--- config.mk ---
export PLATFORM = sky130hd
export DESIGN_NAME = pic_interrupt_resolver_flat
export DESIGN_NICKNAME = d
export VERILOG_FILES = /design/src/rtl/pic_pkg.sv /design/src/rtl/pic_interrupt_resolver_if.sv /design/src/rtl/pic_priority_resolver.sv /design/src/rtl/pic_interrupt_resolver.sv /design/src/flat_wrapper.sv
export SDC_FILE = /design/constraint.sdc
export NUM_CORES = 1
export LEC_CHECK = 0
export CAP_MARGIN = 30
export CORE_MARGIN = 2
export CORE_UTILIZATION = 40
export DETAILED_ROUTE_END_ITERATION = 8
export PLACE_DENSITY_LB_ADDON = 0.12
export SYNTH_ARGS = -nofsm -noshare
export SYNTH_HDL_FRONTEND = slang
export SYNTH_HIERARCHICAL = 1
export SYNTH_SLANG_ARGS = --single-unit
--- constraint.sdc ---
create_clock -name clk -period 5.4 [get_ports clk]
set_clock_uncertainty 0.1 [all_clocks]
set_input_delay 1.08 -clock clk [delete_from_list [all_inputs] [get_ports clk]]
set_output_delay 1.08 -clock clk [all_outputs]
set_load 0.02 [all_outputs]
--- src/rtl/pic_pkg.sv ---
// Shared types and the rotating-priority search used by the 8259 interrupt resolver.
package pic_pkg;
  localparam int LEVEL_W = 3;
  localparam int IR_W    = 8;
  localparam logic [LEVEL_W-1:0] SPURIOUS_LEVEL = 3'd7;
  localparam logic [LEVEL_W-1:0] FIXED_LOWEST   = 3'd7;

  typedef struct packed {
    logic               valid;
    logic [LEVEL_W-1:0] level;
  } prio_t;

  // Walk from the lowest-priority level upward so the highest-priority set bit wins.
  function automatic prio_t rotate_prio(input logic [IR_W-1:0] mask,
                                        input logic [LEVEL_W-1:0] lowest);
    prio_t r;
    logic [LEVEL_W-1:0] lvl;
    r = '0;
    for (int i = 0; i < IR_W; i++) begin
      lvl = lowest - LEVEL_W'(i);
      if (mask[lvl]) begin
        r.valid = 1'b1;
        r.level = lvl;
      end
    end
    return r;
  endfunction
endpackage

--- src/rtl/pic_interrupt_resolver_if.sv ---
// Control-logic <-> resolver bundle: decoded mode/command strobes in, request and status images out.
interface pic_interrupt_resolver_if
  import pic_pkg::*;
#(
  parameter int NUM_IR = 8
);
  logic               init;
  logic               ltim;
  logic [NUM_IR-1:0]  imr;
  logic               aeoi;
  logic               inta_first;
  logic               inta_last;
  logic               eoi_valid;
  logic               eoi_specific;
  logic [LEVEL_W-1:0] eoi_level;
  logic               rotate_on_eoi;
  logic               int_req;
  logic [LEVEL_W-1:0] vector_level;
  logic [LEVEL_W-1:0] isr_highest;
  logic [NUM_IR-1:0]  irr;
  logic [NUM_IR-1:0]  isr;

  modport master (
    output init, ltim, imr, aeoi, inta_first, inta_last,
           eoi_valid, eoi_specific, eoi_level, rotate_on_eoi,
    input  int_req, vector_level, isr_highest, irr, isr
  );

  modport slave (
    input  init, ltim, imr, aeoi, inta_first, inta_last,
           eoi_valid, eoi_specific, eoi_level, rotate_on_eoi,
    output int_req, vector_level, isr_highest, irr, isr
  );
endinterface

--- src/rtl/pic_priority_resolver.sv ---
// Combinational rotating-priority encoder: highest-priority set bit of mask given lowest_prio.
module pic_priority_resolver
  import pic_pkg::*;
(
  input  logic [IR_W-1:0]    mask,
  input  logic [LEVEL_W-1:0] lowest_prio,
  output prio_t              win
);
  assign win = rotate_prio(mask, lowest_prio);
endmodule

--- src/rtl/pic_interrupt_resolver.sv ---
// 8259 IRR/ISR holding and priority resolution. Define PIC_ROTATE_EN for rotating priority;
// otherwise priority is fixed with IR0 highest.
module pic_interrupt_resolver
  import pic_pkg::*;
#(
  parameter int NUM_IR = 8
) (
  input  logic              clk,
  input  logic              reset_n,
  input  logic [NUM_IR-1:0] ir_in,
  pic_interrupt_resolver_if.slave ctl
);
  logic [NUM_IR-1:0]  irr_q, isr_q, ir_prev;
  logic [NUM_IR-1:0]  req, ack, eoi_clr, aeoi_clr, irr_nxt, isr_nxt;
  logic [LEVEL_W-1:0] lowest_prio, vector_level_q, isr_highest_q, pending_level;
  logic [LEVEL_W-1:0] req_rank, isr_rank;
  logic               pending_vld, int_req_q, int_req_nxt, aeoi_fire;
  prio_t              req_win, isr_win;

  assign req = irr_q & ~ctl.imr;

  pic_priority_resolver u_req_res (.mask(req),   .lowest_prio(lowest_prio), .win(req_win));
  pic_priority_resolver u_isr_res (.mask(isr_q), .lowest_prio(lowest_prio), .win(isr_win));

  always_comb begin
    ack = '0;
    if (ctl.inta_first && req_win.valid) ack[req_win.level] = 1'b1;
    eoi_clr = '0;
    if (ctl.eoi_valid) begin
      if (ctl.eoi_specific)  eoi_clr[ctl.eoi_level] = 1'b1;
      else if (isr_win.valid) eoi_clr[isr_win.level] = 1'b1;
    end
    aeoi_fire = ctl.inta_last && ctl.aeoi && pending_vld;
    aeoi_clr  = '0;
    if (aeoi_fire) aeoi_clr[pending_level] = 1'b1;
    // Set after clear: an acknowledge on a bit being EOI'd in the same cycle keeps it in service.
    isr_nxt = (isr_q & ~(eoi_clr | aeoi_clr)) | ack;
    // Edge mode holds a captured request only while the line stays high.
    irr_nxt = ctl.ltim ? (ir_in & ~ack) : (ir_in & (irr_q | ~ir_prev) & ~ack);
    // Rank 0 is the highest priority under the current rotation.
    req_rank    = req_win.level - lowest_prio - LEVEL_W'(1);
    isr_rank    = isr_win.level - lowest_prio - LEVEL_W'(1);
    int_req_nxt = req_win.valid && (!isr_win.valid || (req_rank < isr_rank));
  end

`ifdef PIC_ROTATE_EN
  logic [LEVEL_W-1:0] eoi_lvl;
  assign eoi_lvl = ctl.eoi_specific ? ctl.eoi_level : isr_win.level;

  always_ff @(posedge clk or negedge reset_n) begin
    if (!reset_n)                                 lowest_prio <= FIXED_LOWEST;
    else if (ctl.init)                            lowest_prio <= FIXED_LOWEST;
    else if (ctl.rotate_on_eoi) begin
      if (ctl.eoi_valid && (|eoi_clr))            lowest_prio <= eoi_lvl;
      else if (aeoi_fire)                         lowest_prio <= pending_level;
    end
  end
`else
  assign lowest_prio = FIXED_LOWEST;
`endif

  always_ff @(posedge clk or negedge reset_n) begin
    if (!reset_n) begin
      irr_q          <= '0;
      isr_q          <= '0;
      ir_prev        <= '1;
      vector_level_q <= '0;
      isr_highest_q  <= '0;
      int_req_q      <= 1'b0;
      pending_level  <= '0;
      pending_vld    <= 1'b0;
    end else if (ctl.init) begin
      irr_q          <= '0;
      isr_q          <= '0;
      ir_prev        <= '1;
      vector_level_q <= '0;
      isr_highest_q  <= '0;
      int_req_q      <= 1'b0;
      pending_level  <= '0;
      pending_vld    <= 1'b0;
    end else begin
      ir_prev       <= ir_in;
      irr_q         <= irr_nxt;
      isr_q         <= isr_nxt;
      isr_highest_q <= isr_win.level;
      int_req_q     <= ctl.inta_first ? 1'b0 : int_req_nxt;
      if (ctl.inta_first) begin
        vector_level_q <= req_win.valid ? req_win.level : SPURIOUS_LEVEL;
        pending_level  <= req_win.level;
        pending_vld    <= req_win.valid;
      end else if (ctl.inta_last) begin
        pending_vld    <= 1'b0;
      end
    end
  end

  assign ctl.int_req      = int_req_q;
  assign ctl.vector_level = vector_level_q;
  assign ctl.isr_highest  = isr_highest_q;
  assign ctl.irr          = irr_q;
  assign ctl.isr          = isr_q;
endmodule

--- src/flat_wrapper.sv ---
// flat-port wrapper written by rule: the top's interface ports become plain ports
module pic_interrupt_resolver_flat import pic_pkg::*;
#(
  parameter int NUM_IR = 8
)
  (clk, reset_n, ir_in, ctl_init, ctl_ltim, ctl_imr, ctl_aeoi, ctl_inta_first, ctl_inta_last, ctl_eoi_valid, ctl_eoi_specific, ctl_eoi_level, ctl_rotate_on_eoi, ctl_int_req, ctl_vector_level, ctl_isr_highest, ctl_irr, ctl_isr);
  pic_interrupt_resolver_if #(.NUM_IR(NUM_IR)) ctl_i ();
  input  logic clk;
  input  logic reset_n;
  input  logic [NUM_IR-1:0] ir_in;
  input wire logic [$bits(ctl_i.init)-1:0] ctl_init;
  input wire logic [$bits(ctl_i.ltim)-1:0] ctl_ltim;
  input wire logic [$bits(ctl_i.imr)-1:0] ctl_imr;
  input wire logic [$bits(ctl_i.aeoi)-1:0] ctl_aeoi;
  input wire logic [$bits(ctl_i.inta_first)-1:0] ctl_inta_first;
  input wire logic [$bits(ctl_i.inta_last)-1:0] ctl_inta_last;
  input wire logic [$bits(ctl_i.eoi_valid)-1:0] ctl_eoi_valid;
  input wire logic [$bits(ctl_i.eoi_specific)-1:0] ctl_eoi_specific;
  input wire logic [$bits(ctl_i.eoi_level)-1:0] ctl_eoi_level;
  input wire logic [$bits(ctl_i.rotate_on_eoi)-1:0] ctl_rotate_on_eoi;
  output wire logic [$bits(ctl_i.int_req)-1:0] ctl_int_req;
  output wire logic [$bits(ctl_i.vector_level)-1:0] ctl_vector_level;
  output wire logic [$bits(ctl_i.isr_highest)-1:0] ctl_isr_highest;
  output wire logic [$bits(ctl_i.irr)-1:0] ctl_irr;
  output wire logic [$bits(ctl_i.isr)-1:0] ctl_isr;
  assign ctl_i.init = ctl_init;
  assign ctl_i.ltim = ctl_ltim;
  assign ctl_i.imr = ctl_imr;
  assign ctl_i.aeoi = ctl_aeoi;
  assign ctl_i.inta_first = ctl_inta_first;
  assign ctl_i.inta_last = ctl_inta_last;
  assign ctl_i.eoi_valid = ctl_eoi_valid;
  assign ctl_i.eoi_specific = ctl_eoi_specific;
  assign ctl_i.eoi_level = ctl_eoi_level;
  assign ctl_i.rotate_on_eoi = ctl_rotate_on_eoi;
  assign ctl_int_req = ctl_i.int_req;
  assign ctl_vector_level = ctl_i.vector_level;
  assign ctl_isr_highest = ctl_i.isr_highest;
  assign ctl_irr = ctl_i.irr;
  assign ctl_isr = ctl_i.isr;
  pic_interrupt_resolver #(.NUM_IR(NUM_IR)) u_core (.clk(clk), .reset_n(reset_n), .ir_in(ir_in), .ctl(ctl_i));
endmodule
==> results_dict.tcl <==
set metrics [dict create \
    multi_input_area_um2 2010 \
    max-slew-margin-rel_pct 38.8 \
    firstDrtPassIters 4 \
    avgViaCountPerCell 5.80 \
    yosysWarnings 6 \
    max-cap-violations 0 \
    fmax_mhz 261 \
    h-tree-depth 2 \
    placed_area_um2 3610 \
    fin_util_pct 50.9 \
    max-vdd-ir-drop_mv 0.163 \
    wl_um 7560 \
    synth_compound_area_share_pct 19.5 \
    synth_area_leaders "dfrtp_1, mux4_2, dfstp_2, mux2_2, mux2i_1" \
    grt_max_degree 36 \
    cts_resized 0 \
    ys_seq_elements 35 \
    setup_viol 0 \
    critPathMaxFanout 9 \
    synth_top_family_by_area "multiplexers" \
    die_area_um2 8340 \
    place_congestion 0.857 \
    drive_above_1_share_pct 16.9 \
    clk_path_buf_depth 2 \
    groute.usage.overall_pct 18.7 \
    hpwl_um 5760 \
    cts_tree "done" \
    cts.sinks 35 \
    synth_edf_count 0 \
    die_h_um 91.3 \
    area_growth_syn_to_layout_pct 22.3 \
    hp-class "reg2reg" \
    wl_per_cell_um 16.0 \
    synthFlopType "dfrtp_1" \
    cts_buffers 5 \
    yosysTopAreaCell "dfrtp_1" \
    start_util_pct 41.6 \
    final_nets 406 \
    synth_xor_area_share_pct 1.72 \
    post-route-min-period_ns 3.83 \
    tns_ns 0 \
    pin_count 52 \
    status "finished, final reports clean" \
    netlist-cell-type-count 55 \
    period_share_pct 70.8 \
    die_x_um 91.3 \
    synth_cells 317 \
    synthSimpleGateAreaFrac_pct 19.3 \
    std_cell_rows 31 \
    clkTransAtPathRegs_ns 0.07 \
    startpoint_type "primary input" \
    tightest_slew_ns 0.913 \
    ant_nets 0 \
    synthAdderAreaFrac_pct 2.46 \
    syn_area_um2 3050 \
    insertion_delay_ns 0.30 \
    grt_pass1_vias 2630 \
    grt_first_pass_wirelength_um 12800 \
    end_kind "flip-flop" \
    yosys.area.top_type_share_pct 22.2 \
    io_buffers 50 \
    n_antenna_cell 0 \
    synthArstFlopShare_pct 100 \
    antenna_found_initial 0 \
    total_power_uw 895 \
    hold_violations 0 \
    rsz0062_at_grt "no" \
    drt_iter0_markers 99 \
    p_leak_uw 0.00151 \
    postCtsHoldBufs 0 \
    power.density_nw_per_um2 240 \
    area.sequential_um2 886 \
    synth.area.mux_share_pct 21.6 \
    critPathKind "in2reg" \
    vias 2730 \
    fillers 668 \
    route.detailed.drc 0 \
    final_area_um2 3730 \
    slew_violations 0 \
    core_area_um2 7330 \
    overflow 0 \
    synth.avg_cell_area_um2 9.62 \
    cts_root_buf "clkbuf_8" \
    cts_setup_buffers 0 \
    yosysSeqAreaShare_pct 29.1 \
    critical_path_required_ns 5.54 \
    cp.arrival_ns 3.96 \
]
## final timing paths
path                                                     start                                   to  slack (ns)  cells past startpoint
min reg2reg                u_core/pending_level[1]$_DFFE_PN0P_  u_core/pending_level[1]$_DFFE_PN0P_        0.45                      2
max reg2reg                        u_core/ctl.isr[1]$_DFF_PN0_         u_core/ctl.int_req$_DFF_PN0_        2.22                      8
max                                                 ctl_imr[5]         u_core/ctl.int_req$_DFF_PN0_        1.57                     10
min                        u_core/pending_level[1]$_DFFE_PN0P_  u_core/pending_level[1]$_DFFE_PN0P_        0.45                      2
max in group asynchronous                              reset_n          u_core/ir_prev[5]$_DFF_PN1_        3.77                      2
min in group asynchronous                              reset_n          u_core/ctl.irr[7]$_DFF_PN0_        1.09                      2
## cell type report
| type | instances | area share [%] |
|---|---|---|
| repair buffers | 52 | 13.8 |
| well taps | 99 | 3.32 |
| clock buffers | 5 | 1.85 |
| inverters | 20 | 2.01 |
| flip-flops and latches | 35 | 23.8 |
| multi-input cells | 257 | 54.0 |
| clock inverters | 3 | 1.28 |
## cell usage after synthesis, types with 3 or more instances
library cell  number
buf_6              6
xor2_1             4
nand2_1           21
inv_1             20
buf_2              6
o22ai_1           12
or2_2              6
o21ai_0           12
dfrtp_1           27
a221oi_1           4
a211oi_1           7
a21oi_1            9
o311ai_0           4
o211ai_1           8
dfstp_2            8
a2111oi_2          3
nor3_1             7
nor3b_1            6
mux4_2            16
a31oi_1            7
nor2_1            20
nand2b_1          11
mux2_2            14
ha_1               6
nor2b_1            9
nand3_1           10
mux2i_1           11
## state kept, by name, summed over array words and instances (netlist names)
register / flops
u_core/ctl.int_req: 1
u_core/ctl.irr: 8
u_core/ctl.isr: 8
u_core/ctl.isr_highest: 3
u_core/ctl.vector_level: 3
u_core/ir_prev: 8
u_core/pending_level: 3
u_core/pending_vld: 1
## cells by family (layout without fill, tap and decap cells)
family / Yosys count / after routing
DFF: 35 / 35
xor gates and xnor gates: 6 / 6
adders and majority gates: 6 / 6
AOI/OAI and AO/OA: 82 / 82
and+or+nand+nor: 108 / 108
muxes: 43 / 43
other: 1 / 12
buffers and inverters: 36 / 80
## cells in the final DEF, fill, tap and decap left out, drive strengths merged, types with 12 or more instances in the layout
cell,instances
mux4,16
o21ai,12
clkdlybuf4s50,50
o22ai,12
dfrtp,27
conb,12
nand2,21
nor2,20
mux2,16
inv,21
## power by group
group	leakage, uW	switching [uW]	internal (uW)
Clock	0.0000587	105	140
Combinational	0.00100	192	152
Sequential	0.000448	18.9	286
## critical path, stage by stage
cell and delay (ns):
clkdlybuf4s50_1 0.45, nor2b_1 0.08, mux4_2 0.56, mux2i_1 0.31, o21ai_0 0.16, o211ai_1 0.21, nand3_1 0.32, ha_1 0.40
a211oi_1 0.22, o211a_1 0.18
## routing by layer
| layer | routed length, um | track usage [%] | up-vias |
|---|---|---|---|
| li1 | - | - | 1301 |
| met1 | 3650 | 26.2 | 1361 |
| met2 | 3570 | 30.6 | 54 |
| met3 | 212 | 2.07 | 14 |
| met4 | 123 | 5.43 | 0 |
| met5 | 0 | 0 | - |
## metrics by stage
step / worst slack [ns] / hold WS (ns) / std cells
2_1_floorplan: 1.98 / 0.399 / 328
3_3_place_gp: 1.32 / 0.425 / 463
3_5_place_dp: 1.31 / 0.435 / 463
4_1_cts: 1.61 / 0.452 / 471
5_1_grt: 1.38 / 0.487 / 471
6_report: 1.57 / 0.453 / 471
Power figures use the tool's default switching activity.
